File: src/rtl/mu0_pkg.sv
// Shared definitions for the MU0 run controller: state encodings, default widths
// and the MU0 instruction helpers used when building program images.
package mu0_pkg;

    localparam int MU0_ADDR_W = 12;
    localparam int MU0_DATA_W = 16;

    localparam logic [2:0] ST_IDLE    = 3'd0;
    localparam logic [2:0] ST_LOAD    = 3'd1;
    localparam logic [2:0] ST_WRITE   = 3'd2;
    localparam logic [2:0] ST_RELEASE = 3'd3;
    localparam logic [2:0] ST_RUN     = 3'd4;
    localparam logic [2:0] ST_DONE    = 3'd5;

    // STP raises Halted on the core; opcode sits in the top nibble of the word.
    localparam logic [3:0] MU0_OP_STP = 4'h7;

    function automatic logic [15:0] mu0_instr(input logic [3:0] op, input logic [11:0] operand);
        return {op, operand};
    endfunction

endpackage

File: src/rtl/mu0_byte_packer.sv
// Assembles a high-byte-first byte stream into 16-bit words; word_valid pulses
// for one cycle with the completed word held on word until the next completion.
module mu0_byte_packer (
    input  logic        clk,
    input  logic        rst_n,
    input  logic        clear,
    input  logic        byte_accept,
    input  logic [7:0]  byte_in,
    output logic        phase,
    output logic [15:0] word,
    output logic        word_valid
);

    logic        phase_q, phase_d;
    logic [7:0]  hi_q, hi_d;
    logic [15:0] word_q, word_d;
    logic        word_valid_q, word_valid_d;

    always_comb begin
        phase_d      = phase_q;
        hi_d         = hi_q;
        word_d       = word_q;
        word_valid_d = 1'b0;
        if (clear) begin
            phase_d = 1'b0;
        end else if (byte_accept) begin
            if (!phase_q) begin
                hi_d    = byte_in;
                phase_d = 1'b1;
            end else begin
                word_d       = {hi_q, byte_in};
                phase_d      = 1'b0;
                word_valid_d = 1'b1;
            end
        end
    end

    always_ff @(posedge clk or negedge rst_n) begin
        if (!rst_n) begin
            phase_q      <= 1'b0;
            hi_q         <= 8'h00;
            word_q       <= 16'h0000;
            word_valid_q <= 1'b0;
        end else begin
            phase_q      <= phase_d;
            hi_q         <= hi_d;
            word_q       <= word_d;
            word_valid_q <= word_valid_d;
        end
    end

    assign phase      = phase_q;
    assign word       = word_q;
    assign word_valid = word_valid_q;

endmodule

File: src/rtl/mu0_boot_ctrl.sv
// MU0 run controller: loads a program image over a byte stream, holds/releases the
// core reset, muxes the memory port, and watches the run for Halted or a timeout.
module mu0_boot_ctrl
    import mu0_pkg::*;
#(
    parameter int ADDR_W     = MU0_ADDR_W,
    parameter int DATA_W     = MU0_DATA_W,
    parameter int CNT_W      = 16,
    parameter int MAX_CYCLES = 1000,
    parameter int RST_CYCLES = 2
) (
    input  logic              Clk,
    input  logic              Reset_n,
    input  logic              Start,
    input  logic [ADDR_W-1:0] Load_len,
    input  logic [7:0]        Byte_in,
    input  logic              Byte_valid,
    output logic              Byte_ready,
    input  logic              Cpu_rd,
    input  logic              Cpu_wr,
    input  logic [ADDR_W-1:0] Cpu_addr,
    input  logic [DATA_W-1:0] Cpu_data_out,
    input  logic              Cpu_halted,
    output logic              Cpu_reset,
    output logic              Mem_rd,
    output logic              Mem_wr,
    output logic [ADDR_W-1:0] Mem_addr,
    output logic [DATA_W-1:0] Mem_wdata,
    output logic              Busy,
    output logic              Done,
    output logic              Timeout,
    output logic [CNT_W-1:0]  Cycles,
    output logic [2:0]        Dbg_state
);

    // Load stream handshake: a byte moves on any cycle where Byte_valid and
    // Byte_ready are both high; Byte_ready is high only in LOAD, and the source
    // may hold Byte_valid low for any number of cycles without penalty.

    logic [2:0]        state_q, state_d;
    logic [ADDR_W-1:0] len_q, len_d;
    logic [ADDR_W-1:0] addr_q, addr_d;
    logic [CNT_W-1:0]  cycles_q, cycles_d;
    logic [CNT_W-1:0]  rel_q, rel_d;
    logic              timeout_q, timeout_d;

    logic              start_ok;
    logic              byte_accept;
    logic              pk_phase;
    logic [15:0]       pk_word;
    logic              pk_word_valid;

    assign start_ok    = Start && (state_q == ST_IDLE || state_q == ST_DONE);
    assign byte_accept = Byte_valid && (state_q == ST_LOAD);

    mu0_byte_packer u_packer (
        .clk         (Clk),
        .rst_n       (Reset_n),
        .clear       (start_ok),
        .byte_accept (byte_accept),
        .byte_in     (Byte_in),
        .phase       (pk_phase),
        .word        (pk_word),
        .word_valid  (pk_word_valid)
    );

    always_comb begin
        state_d   = state_q;
        len_d     = len_q;
        addr_d    = addr_q;
        cycles_d  = cycles_q;
        rel_d     = rel_q;
        timeout_d = timeout_q;
        case (state_q)
            ST_IDLE, ST_DONE: begin
                if (start_ok) begin
                    len_d     = Load_len;
                    addr_d    = '0;
                    cycles_d  = '0;
                    rel_d     = '0;
                    timeout_d = 1'b0;
                    state_d   = (Load_len != '0) ? ST_LOAD : ST_RELEASE;
                end
            end
            ST_LOAD: begin
                if (byte_accept && pk_phase) state_d = ST_WRITE;
            end
            ST_WRITE: begin
                addr_d = addr_q + ADDR_W'(1);
                if (addr_q + ADDR_W'(1) == len_q) begin
                    rel_d   = '0;
                    state_d = ST_RELEASE;
                end else begin
                    state_d = ST_LOAD;
                end
            end
            ST_RELEASE: begin
                if (rel_q == CNT_W'(RST_CYCLES - 1)) state_d = ST_RUN;
                else rel_d = rel_q + CNT_W'(1);
            end
            ST_RUN: begin
                // Halt takes priority over watchdog expiry; the count freezes on exit.
                if (Cpu_halted) begin
                    timeout_d = 1'b0;
                    state_d   = ST_DONE;
                end else if (cycles_q == CNT_W'(MAX_CYCLES - 1)) begin
                    timeout_d = 1'b1;
                    state_d   = ST_DONE;
                end else begin
                    cycles_d = cycles_q + CNT_W'(1);
                end
            end
            default: state_d = ST_IDLE;
        endcase
    end

    always_ff @(posedge Clk or negedge Reset_n) begin
        if (!Reset_n) begin
            state_q   <= ST_IDLE;
            len_q     <= '0;
            addr_q    <= '0;
            cycles_q  <= '0;
            rel_q     <= '0;
            timeout_q <= 1'b0;
        end else begin
            state_q   <= state_d;
            len_q     <= len_d;
            addr_q    <= addr_d;
            cycles_q  <= cycles_d;
            rel_q     <= rel_d;
            timeout_q <= timeout_d;
        end
    end

    always_comb begin
        Cpu_reset = 1'b1;
        Mem_rd    = 1'b0;
        Mem_wr    = 1'b0;
        Mem_addr  = '0;
        Mem_wdata = '0;
        case (state_q)
            ST_WRITE: begin
                Mem_wr    = pk_word_valid;
                Mem_addr  = addr_q;
                Mem_wdata = DATA_W'(pk_word);
            end
            ST_RUN: begin
                Cpu_reset = 1'b0;
                Mem_rd    = Cpu_rd;
                Mem_wr    = Cpu_wr;
                Mem_addr  = Cpu_addr;
                Mem_wdata = Cpu_data_out;
            end
            ST_DONE: begin
                // After a clean halt the core stays out of reset so memory can be inspected.
                if (!timeout_q) begin
                    Cpu_reset = 1'b0;
                    Mem_rd    = Cpu_rd;
                    Mem_wr    = Cpu_wr;
                    Mem_addr  = Cpu_addr;
                    Mem_wdata = Cpu_data_out;
                end
            end
            default: ;
        endcase
    end

    assign Byte_ready = (state_q == ST_LOAD);
    assign Busy       = (state_q == ST_LOAD) || (state_q == ST_WRITE) ||
                        (state_q == ST_RELEASE) || (state_q == ST_RUN);
    assign Done       = (state_q == ST_DONE);
    assign Timeout    = timeout_q;
    assign Cycles     = cycles_q;
    assign Dbg_state  = state_q;

endmodule
File: config.mk
export PLATFORM = sky130hd
export DESIGN_NAME = mu0_boot_ctrl
export DESIGN_NICKNAME = d
export VERILOG_FILES = /design/src/rtl/mu0_pkg.sv /design/src/rtl/mu0_byte_packer.sv /design/src/rtl/mu0_boot_ctrl.sv
export SDC_FILE = /design/constraint.sdc
export NUM_CORES = 1
export LEC_CHECK = 0
export CORE_MARGIN = 2
export CORE_UTILIZATION = 50
export CTS_CLUSTER_DIAMETER = 100
export CTS_CLUSTER_SIZE = 20
export DETAILED_ROUTE_END_ITERATION = 8
export PLACE_DENSITY = 0.91
export SLEW_MARGIN = 0
export SYNTH_ARGS = -nofsm -noshare
export SYNTH_HDL_FRONTEND = slang
export SYNTH_SLANG_ARGS = --single-unit
File: constraint.sdc
create_clock -name Clk -period 2.7 [get_ports Clk]
set_input_delay 0.54 -clock Clk [delete_from_list [all_inputs] [get_ports Clk]]
set_output_delay 0.54 -clock Clk [all_outputs]
set_load 0.01 [all_outputs]
==> flow_metrics.tcl <==
set metrics [dict create \
    routed_wl_microns 12760 \
    final_util 0.6830 \
    start_util 0.5174 \
    synth-xor-area-share 0.05653 \
    firstDrtPassIters 4 \
    max_freq_mhz 391.9 \
    setup_slack_ns 0.1484 \
    clk_pin_slew_ns 0.10 \
    yosys.area_share.simple 0.2123 \
    hold_violations 0 \
    ys_ff_latch 86 \
    grt.total_usage 0.2515 \
    core_sq_um 9284 \
    synth_top_flop_cell "dfrtp_1" \
    die_w_microns 102.0 \
    status "complete, no violations" \
    yosysWarnings 0 \
    io_pins 109 \
    required_ns 2.96 \
    cts_tree "done" \
    clockBufferDepth 2 \
    synth_area_leaders "dfrtp_1 (45%), nand2_1 (6.8%), mux2_2 (4.9%)" \
    skew_ns 0.01437 \
    synth_cell_type_count 56 \
    fin_crit_sh 0.9450 \
    overflow 0 \
    max_cap_violations 0 \
    synth_edf_count 0 \
    clockRootBuffer "clkbuf_8" \
    synthesis.area_sq_um 4803 \
    synth_nets 575 \
    reg2reg_slack_ns 0.15 \
    avgSynthCellArea_sq_um 9.309 \
    clock_latency_ns 0.36 \
    synth-seq-area-share 0.4480 \
    die_h_microns 102.0 \
    pre_cts_slack_ns 0.1380 \
    num-nets-final 685 \
    start_kind "flip-flop" \
    slew_headroom 0.5519 \
    min_path_type "in -> async" \
    synth.most_common_cell "nand2_1" \
    antenna_found_initial 0 \
    vias_per_cell 5.689 \
    io_buffers 108 \
    vdd_drop_max_mv 0.4228 \
    yosys.area.top_type_share 0.4480 \
    fillers 710 \
    synth_fa_ha_area_frac 0.01042 \
    ant_nets 0 \
    period_minus_slack_ns 2.552 \
    grt_max_degree 53 \
    multi_input_area_sq_um 2470 \
    num_antenna_cells 0 \
    grt_pass1_wl_microns 20620 \
    crit_path_end_kind "flip-flop" \
    holdWs_ns 0.2110 \
    synth_mux_area_frac 0.06434 \
    clkSinkCount 86 \
    seq_area_sq_um 2152 \
    ys_async_sr_fraction 1.000 \
    fin_tns_setup_ns 0 \
    crit_type "reg -> reg" \
    setup_viol 0 \
    critPathArrivalTime_ns 2.81 \
    vias 4324 \
    dp_cells 740 \
    synth_top_family_by_area "simple AND/OR/NAND/NOR gates" \
    slew_violations 0 \
    numCtsBuffers 9 \
    worst_slew_pin_slew_ns 0.6722 \
    syn_to_final_growth_pct 32.01 \
    grt_pass1_vias 4258 \
    first_iter_violations 211 \
    drc 0 \
    drive_gt1_frac 0.1331 \
    syn_inst 516 \
    synthTopCellsByCount "nand2_1 (87), dfrtp_1 (86), nor2_1 (37)" \
    rsz0062_at_grt "false" \
    synth_compound_area_frac 0.1638 \
    cp_max_fo 16 \
    cts_max_level 3 \
    std_cell_rows 35 \
    yosysTopAreaCell "dfrtp_1" \
    leakagePower_nw 2.820 \
    post-dp-hpwl_microns 9097 \
    cts_hold_repair.buffers 0 \
    p_per_area_nw_per_um2 865.4 \
    ff2ff_path_depth 9 \
    die-area_sq_um 10410 \
    wl_per_cell_microns 16.79 \
    gp_congestion 0.9077 \
    fin_cells 760 \
]
metrics by stage:
| stage | total power, W | instance area [sq um] |
|---|---|---|
| final | 0.005488 | 6341 |
| after global placement | 0.004428 | 6082 |
| after detailed placement | 0.004560 | 6082 |
| after global routing | 0.005850 | 6341 |
| after floorplan | 0.003525 | 4803 |
| after CTS | 0.005491 | 6327 |
critical path, cell delays in order (launching register included):
cell,delay (ns)
dfrtp_1,0.44
buf_4,0.16
and3_1,0.43
nand4_2,0.21
xor2_1,0.19
o221ai_1,0.22
nor4_2,0.09
or3_1,0.36
buf_12,0.18
o221ai_1,0.18
power by group:
part	leakage [nW]	switching, W	internal (W)
clock network	0.0914	0.000501	0.000374
registers	1.12	0.000354	0.00167
logic	1.61	0.00131	0.00128
layout make-up:
type / count / area share
clock buffer: 10 / 0.02170
multi-input combinational: 385 / 0.3895
tap: 129 / 0.02545
inverter: 13 / 0.007695
timing repair buffer: 131 / 0.2080
sequential: 86 / 0.3394
clock inverter: 6 / 0.008287
registers in the layout, indices dropped and copies added, names as in the netlist:
signal,count
addr_q,12
u_packer.word_valid,1
u_packer.phase,1
u_packer.word,16
Dbg_state,3
rel_q,16
Timeout,1
len_q,12
Cycles,16
u_packer.hi_q,8
kinds of logic after synthesis:
kind of cell	Yosys count
compound gates	109
flops	86
xor+xnor	31
mux	27
buf+inv	45
fa+ha+maj	4
simple gates	214
per-layer routing:
layer | global-route usage | up-vias | part of all wire
li1 | - | 2055 | -
met1 | 0.3239 | 2085 | 0.41
met2 | 0.4347 | 167 | 0.51
met3 | 0.05062 | 17 | 0.074
met4 | 0.06769 | 0 | 0.014
met5 | 0 | - | 0
layout by cell type, fill, tap and decap left out, drive strengths merged, types with 3 or more instances in the layout:
cell,synthesis,final
and3,12,12
mux2,21,21
nor4,9,9
clkdlybuf4s50,0,76
a31oi,10,10
buf,14,24
and2,11,11
nand2b,3,3
ha,4,4
nor3,8,8
or3,3,3
nor3b,3,3
inv,12,15
xor2,24,24
o22ai,3,3
mux2i,6,6
o21ai,24,24
o31ai,6,6
nand2,87,87
dfrtp,86,86
xnor2,7,7
a22o,26,26
a21oi,23,23
o21a,5,5
nand3,20,20
nand4,13,13
nor2,37,37
clkbuf,18,10
dlygate4sd2,0,30
path summary, 6_finish.rpt:
check                                  from                end
max reg2reg                       addr_q[0]          rel_q[11]
min reg2reg                u_packer.hi_q[5]  u_packer.word[13]
max                               addr_q[0]          rel_q[11]
max in group asynchronous           Reset_n          rel_q[11]
min                                 Reset_n         addr_q[11]
min in group Clk           u_packer.hi_q[5]  u_packer.word[13]
timing repair:
action,CTS,global route
cloned,2,0
pin swaps,0,0
setup buffers,2,0
setup endpoints to repair,30,18
resized for setup,34,4
Note: power is estimated with default switching activity, not from simulation.
